[config.mk]
export PLATFORM = sky130hd
export DESIGN_NAME = shifter_barrel_pipe
export DESIGN_NICKNAME = d
export VERILOG_FILES = /design/src/rtl/shifter_barrel_pipe.sv
export SDC_FILE = /design/constraint.sdc
export NUM_CORES = 1
export LEC_CHECK = 0
export CELL_PAD_IN_SITES_DETAIL_PLACEMENT = 1
export CELL_PAD_IN_SITES_GLOBAL_PLACEMENT = 2
export CORE_MARGIN = 5
export CORE_UTILIZATION = 33
export CTS_CLUSTER_DIAMETER = 200
export CTS_CLUSTER_SIZE = 25
export DETAILED_ROUTE_END_ITERATION = 8
export GPL_TIMING_DRIVEN = 0
export PLACE_DENSITY_LB_ADDON = 0.1
export REMOVE_ABC_BUFFERS = 1
export SYNTH_ARGS = -nofsm -noshare
export SYNTH_HDL_FRONTEND = slang
export SYNTH_SLANG_ARGS = --single-unit
[constraint.sdc]
create_clock -name i_clk -period 1.9 [get_ports i_clk]
set_input_delay 0.19 -clock i_clk [delete_from_list [all_inputs] [get_ports i_clk]]
set_output_delay 0.19 -clock i_clk [all_outputs]
set_load 0.03 [all_outputs]
[src/rtl/shifter_barrel_pipe.sv]
// -----------------------------------------------------------------------------
// shifter_barrel_pipe
//
// Pipelined barrel shifter with valid/ready handshakes on both sides.
// Supports pass, logical shift right/left, arithmetic shift right and rotate
// right/left.  Each of the N = $clog2(WIDTH) pipeline stages applies one
// power-of-two shift step.  Every result carries a carry bit (last bit shifted
// or wrapped out), a range flag and an error flag for reserved modes.
//
// Parameters
//   WIDTH          data width, power of two, >= 4
//   TAG_W          sideband tag width, >= 1
//
// Ports
//   i_clk          clock, all state updates on the rising edge
//   i_rst          synchronous active-high reset
//   i_valid        input beat valid
//   o_ready        input beat accepted when i_valid && o_ready at the edge
//   i_data         operand
//   i_ctrl         mode: 000 pass, 001 LSR, 010 ASR, 011 ROR, 100 LSL,
//                  110 ROL, 101/111 reserved (pass with o_err = 1)
//   i_shift_amount shift count, 0 .. 2*WIDTH-1
//   i_tag          sideband returned unchanged with the result
//   o_valid        result valid
//   i_ready        downstream accepts the result when o_valid && i_ready
//   o_data         result
//   o_carry        last bit shifted or wrapped out
//   o_range        shift amount >= WIDTH in a shift (non-rotate, non-pass) mode
//   o_err          mode was reserved
//   o_tag          tag of this result
// -----------------------------------------------------------------------------
module shifter_barrel_pipe #(
    parameter int WIDTH = 8,
    parameter int TAG_W = 4,
    localparam int N  = $clog2(WIDTH),
    localparam int SW = N + 1
) (
    input  logic             i_clk,
    input  logic             i_rst,
    input  logic             i_valid,
    output logic             o_ready,
    input  logic [WIDTH-1:0] i_data,
    input  logic [2:0]       i_ctrl,
    input  logic [SW-1:0]    i_shift_amount,
    input  logic [TAG_W-1:0] i_tag,
    output logic             o_valid,
    input  logic             i_ready,
    output logic [WIDTH-1:0] o_data,
    output logic             o_carry,
    output logic             o_range,
    output logic             o_err,
    output logic [TAG_W-1:0] o_tag
);

    typedef enum logic [2:0] {
        MODE_PASS = 3'b000,
        MODE_LSR  = 3'b001,
        MODE_ASR  = 3'b010,
        MODE_ROR  = 3'b011,
        MODE_LSL  = 3'b100,
        MODE_RSV5 = 3'b101,
        MODE_ROL  = 3'b110,
        MODE_RSV7 = 3'b111
    } mode_e;

    // Everything a beat needs besides its data word.  The remaining shift
    // amount, direction and fill are consumed stage by stage; carry, range,
    // error and tag are final at the input and simply ride along.
    typedef struct packed {
        logic [N-1:0]     amt;
        logic             left;
        logic             rot;
        logic             fill;
        logic             carry;
        logic             rng;
        logic             err;
        logic [TAG_W-1:0] tag;
    } meta_t;

    localparam logic [WIDTH-1:0] ALL_ONES = '1;

    logic [N-1:0]     stg_valid;
    logic [WIDTH-1:0] stg_data [N];
    meta_t            stg_meta [N];

    logic [N-1:0]     load;
    logic [N-1:0]     src_valid;
    logic [WIDTH-1:0] src_data [N];
    meta_t            src_meta [N];
    logic [WIDTH-1:0] nxt_data [N];
    meta_t            nxt_meta [N];

    logic [WIDTH-1:0] in_data;
    meta_t            in_meta;

    // A stage can load when it, or any stage below it towards the output,
    // has a free slot, or when the output is being drained.  Walking down
    // from the output keeps this a simple AND chain of valid bits.
    always_comb begin
        logic full_below;
        full_below = 1'b1;
        load       = '0;
        for (int k = N - 1; k >= 0; k--) begin
            full_below = full_below & stg_valid[k];
            load[k]    = i_ready | ~full_below;
        end
    end

    assign o_ready = load[0] & ~i_rst;

    // Input decode.  Out-of-range plain shifts are resolved here by replacing
    // the operand with its fully shifted value (all zeros or all sign bits) and
    // a zero remaining amount, so the stages only ever see amounts < WIDTH.
    // Carry is picked straight from the operand: a right move by r exposes bit
    // r-1 last, a left move by r exposes bit WIDTH-r, which is -r modulo WIDTH.
    always_comb begin
        logic [N-1:0] r;
        logic [N-1:0] r_dec;
        logic [N-1:0] r_neg;
        logic         over;
        logic         s_nz;
        logic         s_is_w;

        r      = i_shift_amount[N-1:0];
        over   = i_shift_amount[N];
        s_nz   = |i_shift_amount;
        s_is_w = over & (r == '0);
        r_dec  = r - N'(1);
        r_neg  = N'(0) - r;

        in_data     = i_data;
        in_meta     = '0;
        in_meta.tag = i_tag;

        case (mode_e'(i_ctrl))
            MODE_LSR: begin
                in_meta.rng = over;
                if (over) begin
                    in_data       = '0;
                    in_meta.carry = s_is_w & i_data[WIDTH-1];
                end else begin
                    in_meta.amt   = r;
                    in_meta.carry = s_nz & i_data[r_dec];
                end
            end
            MODE_ASR: begin
                in_meta.rng  = over;
                in_meta.fill = i_data[WIDTH-1];
                if (over) begin
                    in_data       = {WIDTH{i_data[WIDTH-1]}};
                    in_meta.carry = i_data[WIDTH-1];
                end else begin
                    in_meta.amt   = r;
                    in_meta.carry = s_nz & i_data[r_dec];
                end
            end
            MODE_LSL: begin
                in_meta.rng  = over;
                in_meta.left = 1'b1;
                if (over) begin
                    in_data       = '0;
                    in_meta.carry = s_is_w & i_data[0];
                end else begin
                    in_meta.amt   = r;
                    in_meta.carry = s_nz & i_data[r_neg];
                end
            end
            MODE_ROR: begin
                in_meta.rot   = 1'b1;
                in_meta.amt   = r;
                in_meta.carry = (|r) & i_data[r_dec];
            end
            MODE_ROL: begin
                in_meta.rot   = 1'b1;
                in_meta.left  = 1'b1;
                in_meta.amt   = r;
                in_meta.carry = (|r) & i_data[r_neg];
            end
            MODE_RSV5, MODE_RSV7: begin
                in_meta.err = 1'b1;
            end
            default: begin
            end
        endcase
    end

    // Shift network.  Stage k takes the previous stage register (or the
    // decoded input for stage 0) and moves it by 2^k when bit k of the
    // remaining amount is set.
    always_comb begin
        src_valid[0] = i_valid;
        src_data[0]  = in_data;
        src_meta[0]  = in_meta;
        for (int k = 1; k < N; k++) begin
            src_valid[k] = stg_valid[k-1];
            src_data[k]  = stg_data[k-1];
            src_meta[k]  = stg_meta[k-1];
        end

        for (int k = 0; k < N; k++) begin
            nxt_meta[k] = src_meta[k];
            nxt_data[k] = src_data[k];
            if (src_meta[k].amt[k]) begin
                if (src_meta[k].left) begin
                    nxt_data[k] = src_meta[k].rot
                        ? (src_data[k] << (1 << k)) | (src_data[k] >> (WIDTH - (1 << k)))
                        : (src_data[k] << (1 << k));
                end else begin
                    nxt_data[k] = src_meta[k].rot
                        ? (src_data[k] >> (1 << k)) | (src_data[k] << (WIDTH - (1 << k)))
                        : (src_data[k] >> (1 << k)) |
                          (src_meta[k].fill ? ~(ALL_ONES >> (1 << k)) : '0);
                end
            end
        end
    end

    // Pipeline registers.  A loading stage always takes the upstream valid
    // bit, but only overwrites its payload when a real beat arrives, so the
    // outputs keep the last result rather than bubble contents.
    always_ff @(posedge i_clk) begin
        if (i_rst) begin
            stg_valid <= '0;
            for (int k = 0; k < N; k++) begin
                stg_data[k] <= '0;
                stg_meta[k] <= '0;
            end
        end else begin
            for (int k = 0; k < N; k++) begin
                if (load[k]) begin
                    stg_valid[k] <= src_valid[k];
                    if (src_valid[k]) begin
                        stg_data[k] <= nxt_data[k];
                        stg_meta[k] <= nxt_meta[k];
                    end
                end
            end
        end
    end

    assign o_valid = stg_valid[N-1];
    assign o_data  = stg_data[N-1];
    assign o_carry = stg_meta[N-1].carry;
    assign o_range = stg_meta[N-1].rng;
    assign o_err   = stg_meta[N-1].err;
    assign o_tag   = stg_meta[N-1].tag;

endmodule

==> qor.csv <==
metric,value,unit
dp.cells,410,
clk_pin_slew_worst_paths,60,ps
yosysTopAreaCellShare,53.4,%
totalWireLength,6570,um
syn-cell-area,3040,um2
register_area,1680,um2
clkPwrFrac,37.2,%
avgRoutedWirePerCell,15.3,um
cts.sinks,57,
pre_cts_slack,-955,ps
cp_slowest_cell,clkdlybuf4s50_1,
worstMarginPinSlew,755,ps
drt-initial-drc-count,83,
die_y,106,um
synth_cells,276,
grt_max_degree,26,
route.detailed.drc,0,
fin_util,41.6,%
diodes,0,
multiInputGateArea,1310,um2
cts_buffer_depth,2,
switching_share,24.7,%
post-route-min-period,1870,ps
relSlewSlack,49.7,%
synth_top_flop_cell,edfxtp_1,
cp_cell_sequence,"clkdlybuf4s50_1, mux2i_1, mux4_2, or4_4, o311ai_2",
ys_seq_elements,57,
leakage,0.00143,uW
numCtsBuffers,9,
ys_types,42,
area_growth,24.8,%
fin_area,3790,um2
insertion_delay,320,ps
fin_skew,10.3,ps
synth_area_leaders,"edfxtp_1 (53%), mux2i_1 (4.9%), and2_1 (4.5%)",
synth_edf_count,54,
critPathKind,in -> reg,
fillers,1025,
nNetsFinal,338,
die_w,106,um
r2r_slack,120,ps
synth.most_common_cell,edfxtp_1,
placed_area,3520,um2
critPathLaunchType,primary input,
ys_warn_count,0,
status,"finished, final reports clean",
port_buffers,39,
vias_per_cell,5.02,
synth_area_leader_cell,edfxtp_1,
required,2030,ps
grt_pass1_wl,10500,um
htree_num_levels,3,
r2r-end,stg_meta[0][6]$_SDFFCE_PN0P_,
cts_tree,done,
yosysSeqAreaShare,55.4,%
setup_slack,28.9,ps
hpwl,4610,um
grt_pass1_vias,2142,
async_reset_ff_share,0,%
internal_power,2440,uW
worst-r2r-cell-count,4,
dr.pass1.iters,4,
crit_fanout,6,
crit_arrival,2000,ps
worstHoldStart,i_shift_amount[1],
yosys-top-cells-count,"edfxtp_1 (54), nor2_1 (30), and2_1 (22)",
postRouteAntennaNets,0,
drv_slew,0,
syn_avg_cell_area,11.0,um2
endpoint_kind,flop,
num_io_pins,40,
core,9110,um2
fmax,534,MHz
grt_overflow,0,
root_buffer,clkbuf_8,
p_comb_share,15.1,%
drive_gt1_share,11.4,%
num_rows,35,
worstHoldEndpoint,stg_meta[0][11]$_SDFFCE_PN0P_,
p_seq_share,47.8,%
finalCritPeriodShare,98.5,%
holdPathStages,2,
hold_path.class,in -> reg,
reg2reg_from,stg_valid[1]$_SDFFE_PP0N_,
final-hold-violation-count,0,
ir_drop,0.478,mV
num_vias,2150,
power_density,853,nW/um2
antenna_found_initial,0,
die-area,11200,um2
maxCapViolCount,0,
setup_violations,0,
gp_congestion,0.788,
initial_core_util,33.3,%
final_cells,428,
grt_use_total,11.6,%
cpPeakStageDelay,640,ps
p_sw,797,uW
==> critical path: cells and delay by family <==
family | cells | cell delay [ps]
buffers and inverters | 1 | 640
and+or+nand+nor | 1 | 490
muxes | 2 | 600
AOI/OAI and AO/OA | 1 | 90
==> final cells by class <==
class	instances	area share, %
clock buffers	10	3.37
flip-flops and latches	57	44.4
multi-input cells	195	34.6
well taps	111	3.67
inverters	7	0.694
repair buffers	42	11.1
clock inverters	6	2.18
==> state kept, by name (all words and copies together) (netlist names) <==
signal and flops:
stg_data 24, stg_meta 30, stg_valid 3
==> placed cells by master (no fill, tap or decap), types with 2 or more instances in the layout <==
master           Yosys  final
clkbuf_2             0      2
edfxtp_1            54     54
xor2_1               2      2
a21o_1               3      3
and3_1               5      5
buf_8                0      2
inv_1                7      6
o21a_1               3      3
a311oi_1             7      7
dlygate4sd2_1        0      4
nor2_1              30     29
o211ai_1             2      2
nand3_1              7      7
dfxtp_1              3      3
nand2b_1            10      9
a21oi_1             14     14
nand2_1             18     18
o21ai_0             15     15
clkdlybuf4s50_1      0     32
mux4_1               2      2
mux2i_1             15     15
and2_1              22     22
or2_2                3      3
nor3_1               3      2
nor2b_1              7      7
bufinv_16            0      2
a211oi_1             5      5
a31oi_1              3      3
clkbuf_8             0      9
clkinv_2             0      2
ha_1                 3      2
==> cell families (layout without fill, tap and decap cells) <==
| group | Yosys count | in the layout | share of synthesized area [%] |
|---|---|---|---|
| buf+inv | 25 | 65 | 3.50 |
| compound gates | 61 | 61 | 13.3 |
| xor+xnor | 3 | 3 | 0.865 |
| simple gates | 108 | 109 | 18.0 |
| fa+ha+maj | 3 | 3 | 1.24 |
| mux | 19 | 19 | 7.79 |
| flops | 57 | 57 | 55.4 |
==> how the worst max path moves through the flow <==
stage,endpoint,cells past startpoint,from,slack (ps)
2_1_floorplan,stg_data[0][0]$_SDFFCE_PN0P_,3,stg_valid[2]$_SDFFE_PP0N_,-280
3_3_place_gp,stg_data[0][5]$_SDFFCE_PN0P_,6,i_ready,-1040
3_5_place_dp,stg_meta[0][6]$_SDFFCE_PN0P_,7,i_shift_amount[0],-960
4_1_cts,stg_meta[0][6]$_SDFFCE_PN0P_,5,stg_valid[0]$_SDFFE_PP0N_,30
5_1_grt,stg_meta[0][6]$_SDFFCE_PN0P_,5,i_data[0],-0.9
6_report,stg_meta[0][6]$_SDFFCE_PN0P_,5,i_data[0],30
==> power groups by stage <==
stage                     combinational, uW  sequential [uW]  clock, uW
final                                   487             1540       1200
after global routing                    535             1560       1290
after CTS                               483             1550       1230
after detailed placement                476             1570          0
after global placement                  462             1570          0
after floorplan                         226             1610          0
==> per-layer routing <==
metal	up-vias	track usage (%)	part of all wire [%]
met5	-	0	0
met4	0	4.72	1.0
met2	43	20.3	51
met3	4	2.00	2.8
met1	1019	14.3	46
li1	1084	-	-
==> through the flow <==
step | total power, uW | hold slack, ps | setup TNS [ps]
after floorplan | 1830 | 262 | -5630
after global placement | 2030 | 500 | -46200
after detailed placement | 2050 | 504 | -11260
after CTS | 3260 | 371 | 0
after global routing | 3380 | 382 | -0.929
final | 3230 | 372 | 0
==> timing repair <==
action,CTS,global route
pin swaps,1,2
cloned,0,1
setup endpoints to repair,10,8
setup buffers,0,1
resized for setup,18,7
hold buffers,0,0
Power figures use the tool's default switching activity.
